===== config.mk =====
export PLATFORM = sky130hd
export DESIGN_NAME = hilo_mult_ctrl
export DESIGN_NICKNAME = d
export VERILOG_FILES = /design/src/rtl/alu_pkg.sv /design/src/rtl/mult_step.sv /design/src/rtl/hilo_mult_ctrl.sv
export SDC_FILE = /design/constraint.sdc
export NUM_CORES = 1
export LEC_CHECK = 0
export CAP_MARGIN = 15
export CORE_ASPECT_RATIO = 0.5
export CORE_MARGIN = 10
export CORE_UTILIZATION = 25
export DETAILED_ROUTE_END_ITERATION = 8
export PLACE_DENSITY = 0.39
export SLEW_MARGIN = 25
export SYNTH_ARGS = -nofsm -noshare
export SYNTH_HDL_FRONTEND = slang
export SYNTH_HIERARCHICAL = 1
export SYNTH_SLANG_ARGS = --single-unit

===== constraint.sdc =====
create_clock -name clk -period 11.2 [get_ports clk]
set_input_delay 2.24 -clock clk [delete_from_list [all_inputs] [get_ports clk]]
set_output_delay 2.24 -clock clk [all_outputs]
set_load 0.005 [all_outputs]

===== src/rtl/alu_pkg.sv =====
// Shared ALU/multiplier definitions: funct codes for MULT/MULTU and the
// multiply sequencer state encoding.
package alu_pkg;

  localparam logic [5:0] MULT  = 6'b011000;
  localparam logic [5:0] MULTU = 6'b011001;

  typedef enum logic [1:0] {
    IDLE = 2'd0,
    RUN  = 2'd1,
    FIX  = 2'd2
  } mult_state_t;

  // True for the two funct codes the multiply sequencer accepts.
  function automatic logic is_mult_op(input logic [5:0] funct);
    return (funct == MULT) || (funct == MULTU);
  endfunction

endpackage


===== src/rtl/mult_step.sv =====
// One shift-add iteration of the multiplier.
// Ports:
//   acc_in  - current 2*WIDTH accumulator
//   mcand   - multiplicand already shifted to the current digit position
//   mbits   - low BITS_PER_CYCLE multiplier bits for this iteration
//   acc_out - accumulator after adding this digit's partial product
module mult_step #(
  parameter int unsigned WIDTH          = 32,
  parameter int unsigned BITS_PER_CYCLE = 1
) (
  input  logic [2*WIDTH-1:0]        acc_in,
  input  logic [2*WIDTH-1:0]        mcand,
  input  logic [BITS_PER_CYCLE-1:0] mbits,
  output logic [2*WIDTH-1:0]        acc_out
);

  // Partial product built from shifted copies of the multiplicand.
  always_comb begin
    acc_out = acc_in;
    for (int i = 0; i < BITS_PER_CYCLE; i++) begin
      if (mbits[i]) begin
        acc_out = acc_out + (mcand << i);
      end
    end
  end

endmodule


===== src/rtl/hilo_mult_ctrl.sv =====
// Multi-cycle MULT/MULTU sequencer that owns the HI/LO registers.
// Ports:
//   clk, rst            - clock, async active-high reset
//   start, op_sel       - multiply request from EX and its funct code
//   rs_val, rt_val      - multiplicand / multiplier
//   mthi, mtlo, wr_data - HI/LO move writes
//   rd_req              - MFHI/MFLO present in EX
//   flush               - squash the in-flight multiply
//   hi_out, lo_out      - architectural HI/LO
//   busy                - multiply in progress
//   done                - one-cycle pulse after HI/LO take a product
//   stall               - combinational hazard stall request to the pipeline
module hilo_mult_ctrl
  import alu_pkg::*;
#(
  parameter int unsigned WIDTH          = 32,
  parameter int unsigned BITS_PER_CYCLE = 1
) (
  input  logic             clk,
  input  logic             rst,
  input  logic             start,
  input  logic [5:0]       op_sel,
  input  logic [WIDTH-1:0] rs_val,
  input  logic [WIDTH-1:0] rt_val,
  input  logic             mthi,
  input  logic             mtlo,
  input  logic [WIDTH-1:0] wr_data,
  input  logic             rd_req,
  input  logic             flush,
  output logic [WIDTH-1:0] hi_out,
  output logic [WIDTH-1:0] lo_out,
  output logic             busy,
  output logic             done,
  output logic             stall
);

  localparam int unsigned PW    = 2 * WIDTH;
  localparam int unsigned N     = WIDTH / BITS_PER_CYCLE;
  localparam int unsigned CNT_W = $clog2(N + 1);

  mult_state_t      state_q, state_d;
  logic [PW-1:0]    acc_q, acc_d;
  logic [PW-1:0]    mcand_q, mcand_d;
  logic [WIDTH-1:0] mplier_q, mplier_d;
  logic [CNT_W-1:0] cnt_q, cnt_d;
  logic             neg_q, neg_d;
  logic [WIDTH-1:0] hi_q, hi_d;
  logic [WIDTH-1:0] lo_q, lo_d;
  logic             done_q, done_d;

  logic             start_ok;
  logic             is_signed;
  logic [WIDTH-1:0] rs_mag;
  logic [WIDTH-1:0] rt_mag;
  logic             last_run;
  logic [PW-1:0]    acc_step;
  logic [PW-1:0]    product;

  // A flush in the same IDLE cycle squashes the start.
  assign start_ok  = start & is_mult_op(op_sel) & ~flush;
  assign is_signed = (op_sel == MULT);

  // Magnitudes; negating the most-negative value wraps back onto itself,
  // which is exactly its unsigned magnitude.
  assign rs_mag = (is_signed & rs_val[WIDTH-1]) ? WIDTH'(~rs_val + WIDTH'(1)) : rs_val;
  assign rt_mag = (is_signed & rt_val[WIDTH-1]) ? WIDTH'(~rt_val + WIDTH'(1)) : rt_val;

  assign last_run = (cnt_q == CNT_W'(N - 1));
  assign product  = neg_q ? PW'(~acc_q + PW'(1)) : acc_q;

  mult_step #(
    .WIDTH          (WIDTH),
    .BITS_PER_CYCLE (BITS_PER_CYCLE)
  ) u_step (
    .acc_in  (acc_q),
    .mcand   (mcand_q),
    .mbits   (mplier_q[BITS_PER_CYCLE-1:0]),
    .acc_out (acc_step)
  );

  // State register.
  always_ff @(posedge clk or posedge rst) begin
    if (rst) begin
      state_q <= IDLE;
    end else begin
      state_q <= state_d;
    end
  end

  // Next-state logic.
  always_comb begin
    state_d = state_q;
    case (state_q)
      IDLE: if (start_ok) state_d = RUN;
      RUN: begin
        if (flush)         state_d = IDLE;
        else if (last_run) state_d = FIX;
      end
      FIX:     state_d = IDLE;
      default: state_d = IDLE;
    endcase
  end

  // Datapath and HI/LO next values.
  always_comb begin
    acc_d    = acc_q;
    mcand_d  = mcand_q;
    mplier_d = mplier_q;
    cnt_d    = cnt_q;
    neg_d    = neg_q;
    hi_d     = hi_q;
    lo_d     = lo_q;
    done_d   = 1'b0;
    case (state_q)
      IDLE: begin
        if (start_ok) begin
          mcand_d  = PW'(rs_mag);
          mplier_d = rt_mag;
          neg_d    = is_signed & (rs_val[WIDTH-1] ^ rt_val[WIDTH-1]);
          acc_d    = '0;
          cnt_d    = '0;
        end else begin
          // Moves are dropped when a multiply starts in the same cycle.
          if (mthi) hi_d = wr_data;
          if (mtlo) lo_d = wr_data;
        end
      end
      RUN: begin
        if (!flush) begin
          acc_d    = acc_step;
          mcand_d  = mcand_q << BITS_PER_CYCLE;
          mplier_d = mplier_q >> BITS_PER_CYCLE;
          cnt_d    = cnt_q + CNT_W'(1);
        end
      end
      FIX: begin
        if (!flush) begin
          hi_d   = product[PW-1:WIDTH];
          lo_d   = product[WIDTH-1:0];
          done_d = 1'b1;
        end
      end
      default: ;
    endcase
  end

  // Datapath and HI/LO registers.
  always_ff @(posedge clk or posedge rst) begin
    if (rst) begin
      acc_q    <= '0;
      mcand_q  <= '0;
      mplier_q <= '0;
      cnt_q    <= '0;
      neg_q    <= 1'b0;
      hi_q     <= '0;
      lo_q     <= '0;
      done_q   <= 1'b0;
    end else begin
      acc_q    <= acc_d;
      mcand_q  <= mcand_d;
      mplier_q <= mplier_d;
      cnt_q    <= cnt_d;
      neg_q    <= neg_d;
      hi_q     <= hi_d;
      lo_q     <= lo_d;
      done_q   <= done_d;
    end
  end

  assign hi_out = hi_q;
  assign lo_out = lo_q;
  assign done   = done_q;
  assign busy   = (state_q != IDLE);
  assign stall  = busy & (start | rd_req | mthi | mtlo);

endmodule


==> results.ini <==
[outcome]
status = finished, final reports clean

[hold_path]
hold_depth = 2
worstHoldStart = mplier_q[9]
hold_class = register to register
whs_endpoint = mplier_q[9]

[die]
die_y_um = 207.7
start_util_pct = 25.39
rows = 68
io_pins = 176
die_w_um = 395.3
design.die.area_mm2 = 0.08209
core_area_mm2 = 0.06934

[critical_path]
reg2reg_from = acc_q[0]
end_kind = output port
crit_chain = clkdlybuf4s50_1 -> nor4_1 -> nor2_1 -> clkdlybuf4s50_1
worstPathRequired_ns = 8.96
cp-start-kind = primary input
worst-path-max-fanout = 4
critPathSlowestCell = clkdlybuf4s50_1
cp_common_cell = clkdlybuf4s50_1
crit_path_start = start
max_stage_delay_ns = 0.48
path_class = primary input to output port
cp.arrival_ns = 3.54
r2r_setup_slack_ns = 6.92
path_buf_inv = 2
path_delay_family = buffers and inverters
reg2reg_depth = 13
timing.rr.end = acc_q[32]

[power]
powerDensity_mw_per_mm2 = 130.3
p_switching_uw = 931.8
swShare_pct = 34.07
intPower_mw = 1.803
combPwrFrac_pct = 27.4
irDropWorstVdd_v = 0.00008879
power.share.clock_pct = 35.0
report.power.total_mw = 2.735
leakagePower_nw = 9.236
power_frac_seq_pct = 37.5

[clock_tree]
cts_resized = 0
cts-htree-levels = 1
cts_sinks = 234
cts_buffers = 27
cts_setup_buffers = 0
clock-root-buffer = clkbuf_16
path_clk_slew_ns = 0.06
clock_path_buffers = 3
holdBufCountCts = 0
clk_latency_ns = 0.58
cts_tree = done

[sta]
rsz0062_at_grt = no
maxSlewViolCount = 0
period_share_pct = 51.64
max_freq_mhz = 172.9
skew_ns = 0.03072
fin_crit_ns = 5.784
timing.final.hold_violations = 0
final.setup.tns_ns = 0
setup_viol = 0
tightest_slew_ns = 1.016
relSlewSlack_pct = 31.75

[finish]
instances_no_fill = 3235
n_antenna_cell = 0
multi_input_area_mm2 = 0.01098
nFillCells = 7475
seqCellArea_mm2 = 0.005858
fin_area_mm2 = 0.02098
drive_gt1_share_pct = 6.769
syn2layout_area_growth_pct = 19.18
post-route-util_pct = 30.26
final_cell_mix = nand2_1, dfrtp_1, clkdlybuf4s50_1
final_common_cell = nand2_1
fin_nets = 2448

[synthesis]
syn_nets = 2363
async_flop_share_pct = 100.0
synth_seq_area_share_pct = 33.26
synth-adder-area-share_pct = 4.875
ys_types = 85
synth-edff-count = 0
yosysWarnings = 6
synth.area.mux_share_pct = 4.449
synth_xor_area_share_pct = 8.059
synth-main-ff-cell = dfrtp_1
syn_area_mm2 = 0.01761
syn-instance-count = 2186
postSynthAreaPerCell_um2 = 8.054
synth-compound-area-share_pct = 20.87
synth_top_family_by_area = simple AND/OR/NAND/NOR gates
synth-simple-area-share_pct = 23.75
synth_seq_cells = 234

[global_routing]
grt_start_max_net_pins = 119
grt_usage_pct = 15.76
antenna_found_initial = 4
grt_pass1_vias = 16177
grt_pass1_wl_mm = 103.9
gr-total-overflow = 0

[detailed_routing]
totalWireLength_mm = 67.59
avgRoutedWirePerCell_um = 20.89
vias_per_cell = 5.060
first_pass_iters = 6
vias = 16369
postRouteAntennaNets = 0
drt_iter0_drc = 1089
drc = 0

[placed_design]
dp_cells = 3187
gp_congestion = 0.8747
dpl_cell_area_mm2 = 0.02006
dp_hpwl_mm = 50.75
port_buffers = 175

[job]
cap_viol_max_count = 0

-- final cells by class --
class,instances,share of cell area [%]
Clock buffer,40,3.739
Inverter,35,0.6619
Sequential cell,234,27.92
Timing Repair Buffer,195,9.141
Tap cell,945,5.635
Multi-Input combinational cell,1778,52.32
Clock inverter,8,0.5903
-- metrics by stage --
step,hold slack (ns),worst slack [ns]
floorplan,0.4447,2.542
global placement,0.4588,5.390
detailed placement,0.4663,5.417
CTS,0.4811,5.406
global route,0.4950,5.332
finish,0.4736,5.416
-- worst register-to-register path, cell delays in order, from the launching register on --
cell	delay [ns]
dfrtp_1	0.46
ha_1	0.28
fa_1	0.44
a211oi_1	0.36
o211ai_2	0.17
and3_1	0.18
a311oi_1	0.62
o21ai_0	0.44
a21boi_0	0.47
o21ai_0	0.19
xor2_1	0.17
mux2_2	0.28
nand3_1	0.07
nand2_1	0.06
-- power groups by stage --
stage | logic, mW | clock network, mW | registers, mW
6_report | 0.750 | 0.958 | 1.03
5_1_grt | 0.829 | 1.02 | 1.04
4_1_cts | 0.756 | 0.989 | 1.02
3_5_place_dp | 0.752 | 0 | 1.04
3_3_place_gp | 0.752 | 0 | 1.04
2_1_floorplan | 0.497 | 0 | 1.00
-- layer usage --
metal | vias up | routed length, µm | track usage (%)
li1 | 8078 | - | -
met5 | - | 27 | 0
met1 | 7988 | 33930 | 22.97
met4 | 4 | 969 | 2.274
met3 | 56 | 2419 | 2.470
met2 | 243 | 30250 | 24.66
-- how the worst max path moves through the flow --
| stage | depth (start not counted) | endpoint | slack, ns |
|---|---|---|---|
| 2_1_floorplan | 1 | acc_q[0] | 2.54 |
| 3_3_place_gp | 4 | stall | 5.39 |
| 3_5_place_dp | 4 | stall | 5.42 |
| 4_1_cts | 4 | stall | 5.41 |
| 5_1_grt | 4 | stall | 5.33 |
| 6_report | 4 | stall | 5.42 |
-- cells in the mapped netlist, drive strengths merged, types with 4 or more instances --
| master | n | area [µm²] |
|---|---|---|
| a21boi | 5 | 37.54 |
| o22ai | 28 | 175.2 |
| dfrtp | 234 | 5856 |
| nand3b | 4 | 30.03 |
| nand2 | 366 | 1389 |
| a21o | 34 | 255.2 |
| xor2 | 73 | 639.4 |
| o311ai | 4 | 35.04 |
| a311oi | 4 | 41.29 |
| ha | 67 | 838.3 |
| inv | 35 | 131.4 |
| or4 | 18 | 146.4 |
| a221oi | 7 | 61.31 |
| nor4 | 21 | 146.4 |
| clkbuf | 112 | 464.2 |
| a31oi | 21 | 131.4 |
| nor3b | 5 | 42.54 |
| o221ai | 7 | 61.31 |
| o41ai | 18 | 195.2 |
| o21bai | 21 | 157.7 |
| or2 | 6 | 37.54 |
| o21a | 13 | 97.59 |
| o21ai | 141 | 709.4 |
| nor2b | 13 | 81.33 |
| a21oi | 172 | 860.8 |
| mux2 | 50 | 563.0 |
| and3 | 13 | 81.33 |
| mux2i | 22 | 220.2 |
| and4 | 4 | 35.03 |
| and2 | 7 | 43.79 |
| buf | 27 | 239.0 |
| xnor2 | 89 | 779.5 |
| a211oi | 8 | 60.06 |
| nand3 | 138 | 690.7 |
| nor2 | 170 | 638.1 |
| nand2b | 13 | 81.33 |
| or3 | 23 | 153.9 |
| nor3 | 40 | 200.2 |
| nand4 | 45 | 287.8 |
| o31a | 5 | 43.79 |
| o31ai | 43 | 327.8 |
| o211ai | 24 | 185.2 |
-- logic make-up after synthesis --
| kind of cell | after synthesis |
|---|---|
| AND/OR/NAND/NOR | 896 |
| AO/OA/AOI/OAI | 580 |
| flip-flops | 234 |
| multiplexers | 72 |
| XOR/XNOR | 162 |
| buffers and inverters | 174 |
| adder cells (fa/ha/maj) | 68 |
-- registers in the layout (all words and copies together) (netlist names) --
signal and flops:
acc_q 64, mcand_q 64, hi_out 32, lo_out 32
mplier_q 32, cnt_q 6, state_q 2, done 1
neg_q 1
(Power assumes the default switching activity.)
